==> config.mk <==
export PLATFORM = sky130hd
export DESIGN_NAME = ntt_stage_seq
export DESIGN_NICKNAME = d
export VERILOG_FILES = /design/src/rtl/ntt_stage_seq.sv
export SDC_FILE = /design/constraint.sdc
export NUM_CORES = 1
export LEC_CHECK = 0
export CAP_MARGIN = 25
export CORE_UTILIZATION = 53
export DETAILED_ROUTE_END_ITERATION = 8
export PLACE_DENSITY = 0.82
export SYNTH_ARGS = -nofsm -noshare
export SYNTH_HDL_FRONTEND = slang
export SYNTH_SLANG_ARGS = --single-unit
==> constraint.sdc <==
create_clock -name clk -period 5 [get_ports clk]
set_clock_uncertainty 0.2 [all_clocks]
set_input_delay 1.5 -clock clk [delete_from_list [all_inputs] [get_ports clk]]
set_output_delay 1.5 -clock clk [all_outputs]
set_load 0.1 [all_outputs]
==> src/rtl/ntt_stage_seq.sv <==
// ntt_stage_seq: sequences the 7 NTT/INTT stages, issuing one len/grp_idx beat per butterfly group.
// Latency: first beat one cycle after start; done pulses 7*NUM_GRP beats later (plus NUM_GRP scale beats for INTT when enabled).
// Backpressure: a beat advances only when bu_valid && bu_ready; all beat outputs hold while bu_ready is low.
// Optional feature: define NTT_INV_SCALE_EN to append NUM_GRP n^-1 scaling beats after an inverse transform.
module ntt_stage_seq #(
    parameter int NUM_GRP = 16
) (
    input  logic                       clk,
    input  logic                       rst,
    input  logic                       start,
    input  logic                       mode_ntt,
    output logic [7:0]                 len,
    output logic                       is_NTT,
    output logic [2:0]                 stage_idx,
    output logic [$clog2(NUM_GRP)-1:0] grp_idx,
    output logic                       bu_valid,
    input  logic                       bu_ready,
    output logic                       scale_valid,
    output logic                       busy,
    output logic                       done
);

    localparam int GW = $clog2(NUM_GRP);
    localparam logic [GW-1:0] LAST_GRP = GW'(NUM_GRP - 1);
    localparam logic [2:0]    LAST_STAGE = 3'd6;

`ifdef NTT_INV_SCALE_EN
    typedef enum logic [1:0] {S_IDLE, S_RUN, S_SCALE, S_DONE} state_t;
    logic scale_q;
    assign scale_valid = scale_q;
`else
    typedef enum logic [1:0] {S_IDLE, S_RUN, S_DONE} state_t;
    assign scale_valid = 1'b0;
`endif

    state_t state;

    // Main sequencer: state, stage/group counters and all registered outputs.
    always_ff @(posedge clk or posedge rst) begin
        if (rst) begin
            state     <= S_IDLE;
            len       <= 8'd0;
            is_NTT    <= 1'b0;
            stage_idx <= 3'd0;
            grp_idx   <= '0;
            bu_valid  <= 1'b0;
            busy      <= 1'b0;
            done      <= 1'b0;
`ifdef NTT_INV_SCALE_EN
            scale_q   <= 1'b0;
`endif
        end else begin
            done <= 1'b0;
            case (state)
                S_IDLE: begin
                    if (start) begin
                        is_NTT    <= mode_ntt;
                        stage_idx <= 3'd0;
                        grp_idx   <= '0;
                        len       <= mode_ntt ? 8'd128 : 8'd2;
                        bu_valid  <= 1'b1;
                        busy      <= 1'b1;
                        state     <= S_RUN;
                    end
                end
                S_RUN: begin
                    if (bu_ready) begin
                        if (grp_idx != LAST_GRP) begin
                            grp_idx <= grp_idx + 1'b1;
                        end else begin
                            grp_idx <= '0;
                            if (stage_idx != LAST_STAGE) begin
                                stage_idx <= stage_idx + 3'd1;
                                len       <= is_NTT ? (len >> 1) : (len << 1);
                            end else begin
                                // Last stage finished: len leaves the 2..128 range only by dropping to 0.
                                len <= 8'd0;
`ifdef NTT_INV_SCALE_EN
                                if (!is_NTT) begin
                                    scale_q <= 1'b1;
                                    state   <= S_SCALE;
                                end else begin
                                    bu_valid <= 1'b0;
                                    done     <= 1'b1;
                                    state    <= S_DONE;
                                end
`else
                                bu_valid <= 1'b0;
                                done     <= 1'b1;
                                state    <= S_DONE;
`endif
                            end
                        end
                    end
                end
`ifdef NTT_INV_SCALE_EN
                S_SCALE: begin
                    if (bu_ready) begin
                        if (grp_idx != LAST_GRP) begin
                            grp_idx <= grp_idx + 1'b1;
                        end else begin
                            grp_idx  <= '0;
                            scale_q  <= 1'b0;
                            bu_valid <= 1'b0;
                            done     <= 1'b1;
                            state    <= S_DONE;
                        end
                    end
                end
`endif
                S_DONE: begin
                    // start is deliberately ignored here; a new transform needs an IDLE cycle.
                    busy  <= 1'b0;
                    state <= S_IDLE;
                end
                default: begin
                    state <= S_IDLE;
                end
            endcase
        end
    end

endmodule

==> results of run 1 <==
area by class of cell:
| class | instances | area [µm²] |
|---|---|---|
| Clock buffer | 4 | 26.3 |
| Sequential cell | 21 | 526 |
| Inverter | 5 | 18.8 |
| Fill cell | 136 | 609 |
| Multi-Input combinational cell | 74 | 538 |
| Timing Repair Buffer | 23 | 230 |
| Tap cell | 27 | 33.8 |
state kept, by name (all words and copies together) (netlist names):
signal,flops
busy,1
is_NTT,1
state,2
bu_valid,1
len,8
stage_idx,3
done,1
grp_idx,4
final timing paths:
kind,start,slack (ps),endpoint
max in group asynchronous,rst,2690,grp_idx[2]
min in group asynchronous,rst,1430,len[2]
hold reg to reg,stage_idx[2],340,stage_idx[2]
hold / removal,stage_idx[2],340,stage_idx[2]
setup / recovery,is_NTT,1200,is_NTT
setup reg to reg,grp_idx[0],2710,stage_idx[0]
cell families after synthesis:
logic type               Yosys count  share of synthesized area [%]
AND/OR/NAND/NOR                   27                           15.4
buffers and inverters             13                           5.97
AO/OA/AOI/OAI                     36                           22.2
adder cells (fa/ha/maj)            3                           3.32
multiplexers                       7                           6.31
other                              1                          0.332
flip-flops                        21                           46.5
through the flow:
stage | worst slack, ps | std cells | util, % | instance area, µm² | hold WS (ps)
after floorplan | 2330 | 108 | - | 1130 | 349
after global placement | 1540 | 150 | 67.9 | 1350 | 310
after detailed placement | 1460 | 150 | 67.9 | 1350 | 329
after CTS | 1190 | 154 | 69.3 | 1370 | 338
after global routing | 1120 | 154 | 69.3 | 1370 | 373
final | 1200 | 154 | 69.3 | 1370 | 336
metal layers:
metal  track usage (%)  part of all wire (%)  vias up
met5                 0                     0        -
met4              8.33                   1.2        0
met3              3.33                   3.5        2
met2              38.7                    51       24
met1              31.1                    45      457
li1                  -                     -      444
cells in the mapped netlist (2+ instances only):
cell	n	area, µm²
dfrtp_1	21	526
o31ai_1	5	37.5
and4_1	3	26.3
a22o_1	3	26.3
nand2_1	6	22.5
inv_1	4	15.0
a21oi_1	4	20.0
nor2b_1	2	12.5
nand4_1	2	12.5
a211oi_1	3	22.5
buf_2	6	30.0
mux2i_1	6	60.1
nor3_1	2	10.0
o211ai_1	6	45.0
o22ai_1	2	12.5
ha_1	3	37.5
o21ai_0	3	15.0
a31oi_1	4	25.0
nand3_1	2	10.0
==> results.tsv, run 1 <==
stage	metric	value	unit
outcome	status	finished, final reports clean	
synth	Gate Count Post-Synth	108	
setup_path	WP buf/inv	1	
timing	max-slew violations	0	
global_routing	initial antenna violation count	0	
setup_path	Largest stage delay, worst path	1210	ps
placed_design	port bufs	23	
floorplanning	Initial Utilization	57.1	%
setup_path	critical path capture point type	output port	
timing	RSZ-0062 raised after global routing	no	
setup_path	critical-path cell list	clkdlybuf4s50_1	
finish	ant diodes	0	
synth	Syn Nets	116	
setup_path	Worst setup SP type	flop	
clocking	clk root buf	clkbuf_4	
drt	Vias	927	
timing	Period Utilization, post-route	75.9	%
floorplanning	core area	0.00198	mm²
synth	post-synthesis register bit count	21	
synth	Async S/R FF share, synth	100	%
setup_path	CP Depth	1	
synth	Syn Area/Cell	10.5	µm²
run	Max Cap Violations	0	
synth	Yosys cell types	40	
clocking	post-CTS sizing	0	
drt	DRT Wirelength	2.35	mm
finish	Area Growth Syn to Fin	21.3	%
finish	final net count	136	
synth	ys flop type	dfrtp_1	
floorplanning	Die ar.	0.00232	mm²
synth	sequential-to-total area share from yosys stat	46.5	%
drt	residual DRC count	0	
finish	commonest cells after routing, fill and taps aside	clkdlybuf4s50_1, dfrtp_1, nand2_1, o211ai_1, mux2i_1	
setup_path	worst reg2reg path depth	4	
timing	Final TNS setup	0	ps
global_routing	largest net degree at the start of global routing	22	
clocking	CTS tree	done	
clocking	CTS sink count	21	
floorplanning	die width	48.2	µm
timing	final setup vio count	0	
drt	drt pass-1 iters	4	
clocking	clk buf depth	2	
setup_path	crit-path max FO	10	
min_path	hold depth	1	
timing	Slew headroom	34.2	%
drt	vias per cell	6.02	
global_routing	vias in the first global route	836	
timing	Final Hold Viols	0	
clocking	htree depth	1	
min_path	HP Class	flop to flop	
drt	drt wl/cell	15.3	µm
synth	number of synthesized flops with an enable pin	0	
placed_design	HPWL Detailed	1.68	mm
setup_path	CP max stage cell	clkdlybuf4s50_1	
clocking	Worst-Skew Late Latency	290	ps
drt	Detail Route Antenna Nets	0	
floorplanning	# rows	16	
clocking	Num CTS Buffers	3	
placed_design	gpl congestion	0.819	
global_routing	grt ovf	0	
setup_path	critical path data required time	3300	ps
global_routing	Total GRT Usage	23.3	%
clocking	hold_buf cts	0	
finish	commonest non-fill, non-tap cell in the layout	clkdlybuf4s50_1	
clocking	setup repair bufs after CTS	0	
global_routing	first-pass GRT wire length	3.77	mm
timing	fin crit period	3800	ps
synth	Cell Area, Synth	0.00113	mm²
setup_path	Worst Path Arrival	2100	ps
clocking	Worst-path clk slew	120	ps
synth	Synth Warn #	0	
floorplanning	IO Count	25	
timing	fmax	263	MHz
timing	Worst-Margin Slew	984	ps
floorplanning	Die Ht	48.2	µm
drt	First DRT Iteration DRCs	43	
setup_path	CP top delay family	buffers and inverters	
finish	share of layout cells above drive strength 1	7.09	%
setup_path	critical path class	flop to output port	
Power of run 1 is not shown: default switching activity piles up to over one toggle a cycle in this logic, so the estimate is an artifact.
==> run 2, diff against run 1 <==
- CORE_UTILIZATION: 53 -> 44
- PLACE_DENSITY: 0.82 -> 0.73
- clock period: 5 -> 3.45 ns (I/O delays scaled with it)
==> run 2 against run 1 <==
  * Global-route usage decreased by 4.8 points
  * Non-clock buffer count increased by 1
  * Critical path depth unchanged
  * Sequential share of layout area increased by 1.0 points
  * Core utilization decreased by 15 points
  * Critical path type unchanged
==> results.tsv, run 2 (synthesis gave the netlist of run 1 again) <==
stage	metric	value	unit	change
drt	DRT Wirelength	2.28	mm	was 2.35 mm
timing	Worst-Margin Slew	803	ps	was 984 ps
timing	Slew headroom	46.4	%	was 34.2%
clocking	CTS tree	done		unchanged
timing	Final Hold Viols	0		unchanged
drt	residual DRC count	0		unchanged
finish	number of flip-flops in the largest register	8		unchanged
floorplanning	core area	0.00245	mm²	was 0.00198 mm²
clocking	Num CTS Buffers	3		unchanged
floorplanning	Die Ht	52.7	µm	was 48.2 µm
min_path	hold depth	2		was 1
global_routing	vias in the first global route	852		was 836
timing	final setup vio count	0		unchanged
clocking	clk root buf	clkbuf_4		unchanged
timing	fmax	397	MHz	
setup_path	Largest stage delay, worst path	620	ps	was 1210 ps
run	Max Cap Violations	0		unchanged
placed_design	port bufs	23		unchanged
setup_path	critical path capture point type	output port		unchanged
timing	fin crit period	2520	ps	
floorplanning	# rows	18		was 16
floorplanning	Initial Utilization	46.1	%	was 57.1%
drt	drt wl/cell	14.4	µm	was 15.3 µm
finish	commonest non-fill, non-tap cell in the layout	dfrtp_1		was clkdlybuf4s50_1
min_path	HP Class	flop to flop		unchanged
placed_design	HPWL Detailed	1.64	mm	was 1.68 mm
drt	Vias	902		was 927
global_routing	largest net degree at the start of global routing	22		unchanged
global_routing	initial antenna violation count	0		unchanged
floorplanning	IO Count	25		unchanged
clocking	htree depth	1		unchanged
clocking	Worst-path clk slew	120	ps	about the same
clocking	setup repair bufs after CTS	0		unchanged
outcome	status	finished, final reports clean		unchanged
timing	max-slew violations	0		unchanged
finish	commonest cells after routing, fill and taps aside	dfrtp_1, buf_4, nand2_1, o211ai_1, mux2i_1		was clkdlybuf4s50_1, dfrtp_1, nand2_1, o211ai_1, mux2i_1
clocking	clk buf depth	2		unchanged
setup_path	Worst Path Arrival	1290	ps	was 2100 ps
setup_path	critical path launch point	is_NTT		unchanged
drt	drt pass-1 iters	4		unchanged
timing	Final TNS setup	0	ps	unchanged
setup_path	RR Startpoint	state[0]		was grp_idx[0]
finish	filler instances	231		was 136
floorplanning	die width	52.7	µm	was 48.2 µm
finish	final net count	137		was 136
setup_path	CP top delay family	flip-flops		was buffers and inverters
global_routing	Total GRT Usage	18.5	%	was 23.3%
setup_path	CP max stage cell	dfrtp_1		was clkdlybuf4s50_1
finish	largest registers	len: 8 flops, grp_idx: 4 flops, stage_idx: 3 flops		unchanged
drt	Detail Route Antenna Nets	0		unchanged
setup_path	critical path data required time	2210	ps	was 3300 ps
drt	vias per cell	5.71		was 6.02
finish	Largest Register	len		unchanged
timing	RSZ-0062 raised after global routing	no		unchanged
global_routing	grt ovf	0		unchanged
setup_path	WP buf/inv	1		unchanged
setup_path	Worst setup SP type	flop		unchanged
setup_path	crit-path max FO	10		unchanged
finish	share of layout cells above drive strength 1	23.4	%	was 7.09%
clocking	post-CTS sizing	0		unchanged
clocking	hold_buf cts	0		unchanged
finish	ant diodes	0		unchanged
setup_path	worst reg2reg path depth	3		was 4
placed_design	gpl congestion	0.766		was 0.819
setup_path	critical-path cell list	buf_4		was clkdlybuf4s50_1
timing	Period Utilization, post-route	73.1	%	
global_routing	first-pass GRT wire length	3.77	mm	about the same
min_path	hold path start	bu_valid		was stage_idx[2]
finish	area taken by multi-input logic gates	538	µm²	unchanged
floorplanning	Die ar.	0.00278	mm²	was 0.00232 mm²
setup_path	critical path class	flop to output port		unchanged
clocking	CTS sink count	21		unchanged
drt	First DRT Iteration DRCs	16		was 43
setup_path	CP Depth	1		unchanged
clocking	Worst-Skew Late Latency	300	ps	was 290 ps
finish	register area	526	µm²	unchanged
finish	Area Growth Syn to Fin	18.3	%	was 21.3%
## run 2: cell count changes in the layout (fill, tap and decap cells not counted)
cell	change
buf_4	+20
clkdlybuf4s50_1	-19
clkbuf_1	-1
clkinv_2	+1
## run 2: path summary, 6_finish.rpt
| path | to | slack, ps |
|---|---|---|
| setup / recovery | is_NTT | 930 |
| hold / removal | bu_valid | 350 |
| setup reg to reg | len[2] | 1540 |
| hold reg to reg | bu_valid | 350 |
| max in group asynchronous | len[4] | 1580 |
| min in group asynchronous | len[0] | 980 |
## run 2: metrics by stage
stage	area, µm²	util, %	worst slack (ps)	hold WS (ps)	cells
detailed placement	1310	53.4	651	313	154
floorplan	1130	-	1070	349	108
global route	1340	54.5	860	374	158
global placement	1310	53.4	695	313	154
finish	1340	54.5	928	346	158
CTS	1340	54.5	914	354	158
## run 2: final cells by class
class / count / area share (%)
clock buffer: 3 / 1.68
tap: 30 / 2.81
multi-input combinational: 74 / 40.2
inverter: 5 / 1.40
clock inverter: 1 / 0.374
sequential: 21 / 39.3
timing repair buffer: 24 / 14.2
## run 2: routing by layer
layer	part of all wire (%)	GRT usage, %	routed length (µm)	vias up
met5	0	0	0	-
met4	0.57	5.26	13	0
met3	3.5	2.90	80	2
met2	48	30.4	1090	19
met1	48	24.9	1090	430
li1	-	-	-	451
Power of run 2 is left out for the same reason.
==> run 3, diff against run 2 <==
- clock period: 3.45 -> 2.08 ns (I/O delays scaled with it)
==> run 3 against run 2 <==
  * Register-to-register slack got worse by 1300 ps
  * Setup slack got worse by 810 ps
  * Routed wire length rose by 3.7%
  * Critical path depth rose by 3
  * Die area did not move
  * Non-clock buffer count rose by 8
  * Cell area rose by 23%
  * Sequential share of layout area fell by 6.8 points
  * Worst hold slack improved by 53 ps
  * Largest cell class unchanged
  * Highest routed layer unchanged
==> results.tsv, run 3 (synthesis gave the netlist of run 1 again) <==
stage	metric	value	unit	change
clocking	hold_buf cts	0		unchanged
drt	drt wl/cell	14.2	µm	was 14.4 µm
finish	Final Util	66.9	%	was 54.5%
finish	commonest cells after routing, fill and taps aside	buf_12, dfrtp_1, buf_4		was dfrtp_1, buf_4, nand2_1, o211ai_1, mux2i_1
floorplanning	IO Count	25		unchanged
clocking	clk buf depth	2		unchanged
finish	largest registers	len: 8 flops, grp_idx: 4 flops, stage_idx: 3 flops		unchanged
finish	number of flip-flops in the largest register	8		unchanged
drt	vias per cell	5.64		was 5.71
clocking	CTS sink count	21		unchanged
clocking	htree depth	1		unchanged
timing	setup ws final	120	ps	was 928 ps
drt	First DRT Iteration DRCs	9		was 16
drt	Vias	936		was 902
setup_path	critical path capture point type	flop		was output port
timing	RSZ-0062 raised after global routing	no		unchanged
floorplanning	Die ar.	0.00278	mm²	unchanged
floorplanning	core area	0.00245	mm²	unchanged
clocking	Worst-path clk slew	120	ps	about the same
setup_path	critical path class	input pin to flop		was flop to output port
global_routing	initial antenna violation count	0		unchanged
floorplanning	Die Ht	52.7	µm	unchanged
setup_path	Worst setup SP type	input pin		was flop
finish	Area Growth Syn to Fin	45.1	%	was 18.3%
outcome	status	finished, final reports clean		unchanged
clocking	CTS tree	done		unchanged
clocking	setup repair bufs after CTS	0		unchanged
drt	DRT Wirelength	2.37	mm	was 2.28 mm
finish	final net count	145		was 137
global_routing	grt ovf	0		unchanged
setup_path	Worst Path Arrival	1950	ps	was 1290 ps
run	Max Cap Violations	0		unchanged
finish	Largest Register	len		unchanged
setup_path	crit-path max FO	9		was 10
finish	ant diodes	0		unchanged
floorplanning	die width	52.7	µm	unchanged
drt	drt pass-1 iters	4		unchanged
global_routing	first-pass GRT wire length	3.98	mm	was 3.77 mm
setup_path	CP top delay family	simple AND/OR/NAND/NOR gates		was flip-flops
timing	fmax	510	MHz	
timing	max-slew violations	0		unchanged
placed_design	HPWL Detailed	1.79	mm	was 1.64 mm
timing	Final Hold Viols	0		unchanged
setup_path	critical-path cell list	clkdlybuf4s50_1, or3b_2, o211ai_1, o31ai_1		was buf_4
global_routing	Total GRT Usage	20.0	%	was 18.5%
floorplanning	# rows	18		unchanged
min_path	HP Class	flop to flop		unchanged
finish	share of layout cells above drive strength 1	31.6	%	was 23.4%
floorplanning	Initial Utilization	46.1	%	unchanged
drt	Detail Route Antenna Nets	0		unchanged
setup_path	critical path data required time	2070	ps	was 2210 ps
finish	commonest non-fill, non-tap cell in the layout	buf_12		was dfrtp_1
global_routing	vias in the first global route	932		was 852
placed_design	port bufs	23		unchanged
clocking	post-CTS sizing	0		unchanged
placed_design	gpl congestion	0.836		was 0.766
timing	Final TNS setup	0	ps	unchanged
clocking	clk root buf	clkbuf_4		unchanged
setup_path	CP max stage cell	or3b_2		was dfrtp_1
drt	residual DRC count	0		unchanged
clocking	Num CTS Buffers	3		unchanged
timing	final setup vio count	0		unchanged
setup_path	WP buf/inv	1		unchanged
clocking	Worst-Skew Late Latency	300	ps	about the same
timing	fin crit period	1960	ps	
placed_design	pre-CTS WS	-207	ps	was 651 ps
global_routing	largest net degree at the start of global routing	22		unchanged
timing	Period Utilization, post-route	94.2	%	
setup_path	Largest stage delay, worst path	580	ps	was 620 ps
-- run 3: final cells by class --
cell class,instances,area (µm²)
multi-input cells,74,538
inverters,5,18.8
well taps,30,37.5
flip-flops and latches,21,533
fillers,183,813
repair buffers,32,488
clock buffers,4,26.3
-- run 3: worst register-to-register path, cell delays in order, from the launching register on --
cell and delay (ps):
dfrtp_2 440, ha_1 280, nand4_1 160, buf_4 170, buf_4 160, o211ai_1 180
o31ai_1 110
-- run 3: path summary, 6_finish.rpt --
path,start,endpoint,slack [ps],cells after the start
setup reg to reg,grp_idx[0],len[6],270,6
hold reg to reg,stage_idx[2],stage_idx[2],400,1
min in group asynchronous,rst,len[6],430,3
setup / recovery,start,len[6],120,4
max in group asynchronous,rst,stage_idx[1],1010,3
hold / removal,stage_idx[2],stage_idx[2],400,1
-- run 3: routing by layer --
| metal | wire length, µm | GRT usage, % | up-vias | share of wire (%) |
|---|---|---|---|---|
| met2 | 1170 | 32.3 | 24 | 49 |
| met3 | 84 | 3.19 | 4 | 3.6 |
| li1 | - | - | 462 | - |
| met1 | 1060 | 23.9 | 446 | 45 |
| met5 | 0 | 0 | - | 0 |
| met4 | 49 | 14.0 | 0 | 2.1 |
-- run 3: per-stage QoR --
step / instance area, µm² / instances / hold slack [ps]
after floorplan: 1140 / 108 / 349
after global placement: 1620 / 162 / 360
after detailed placement: 1620 / 162 / 370
after CTS: 1640 / 166 / 400
after global routing: 1640 / 166 / 431
final: 1640 / 166 / 399
Power of run 3 is left out for the same reason.
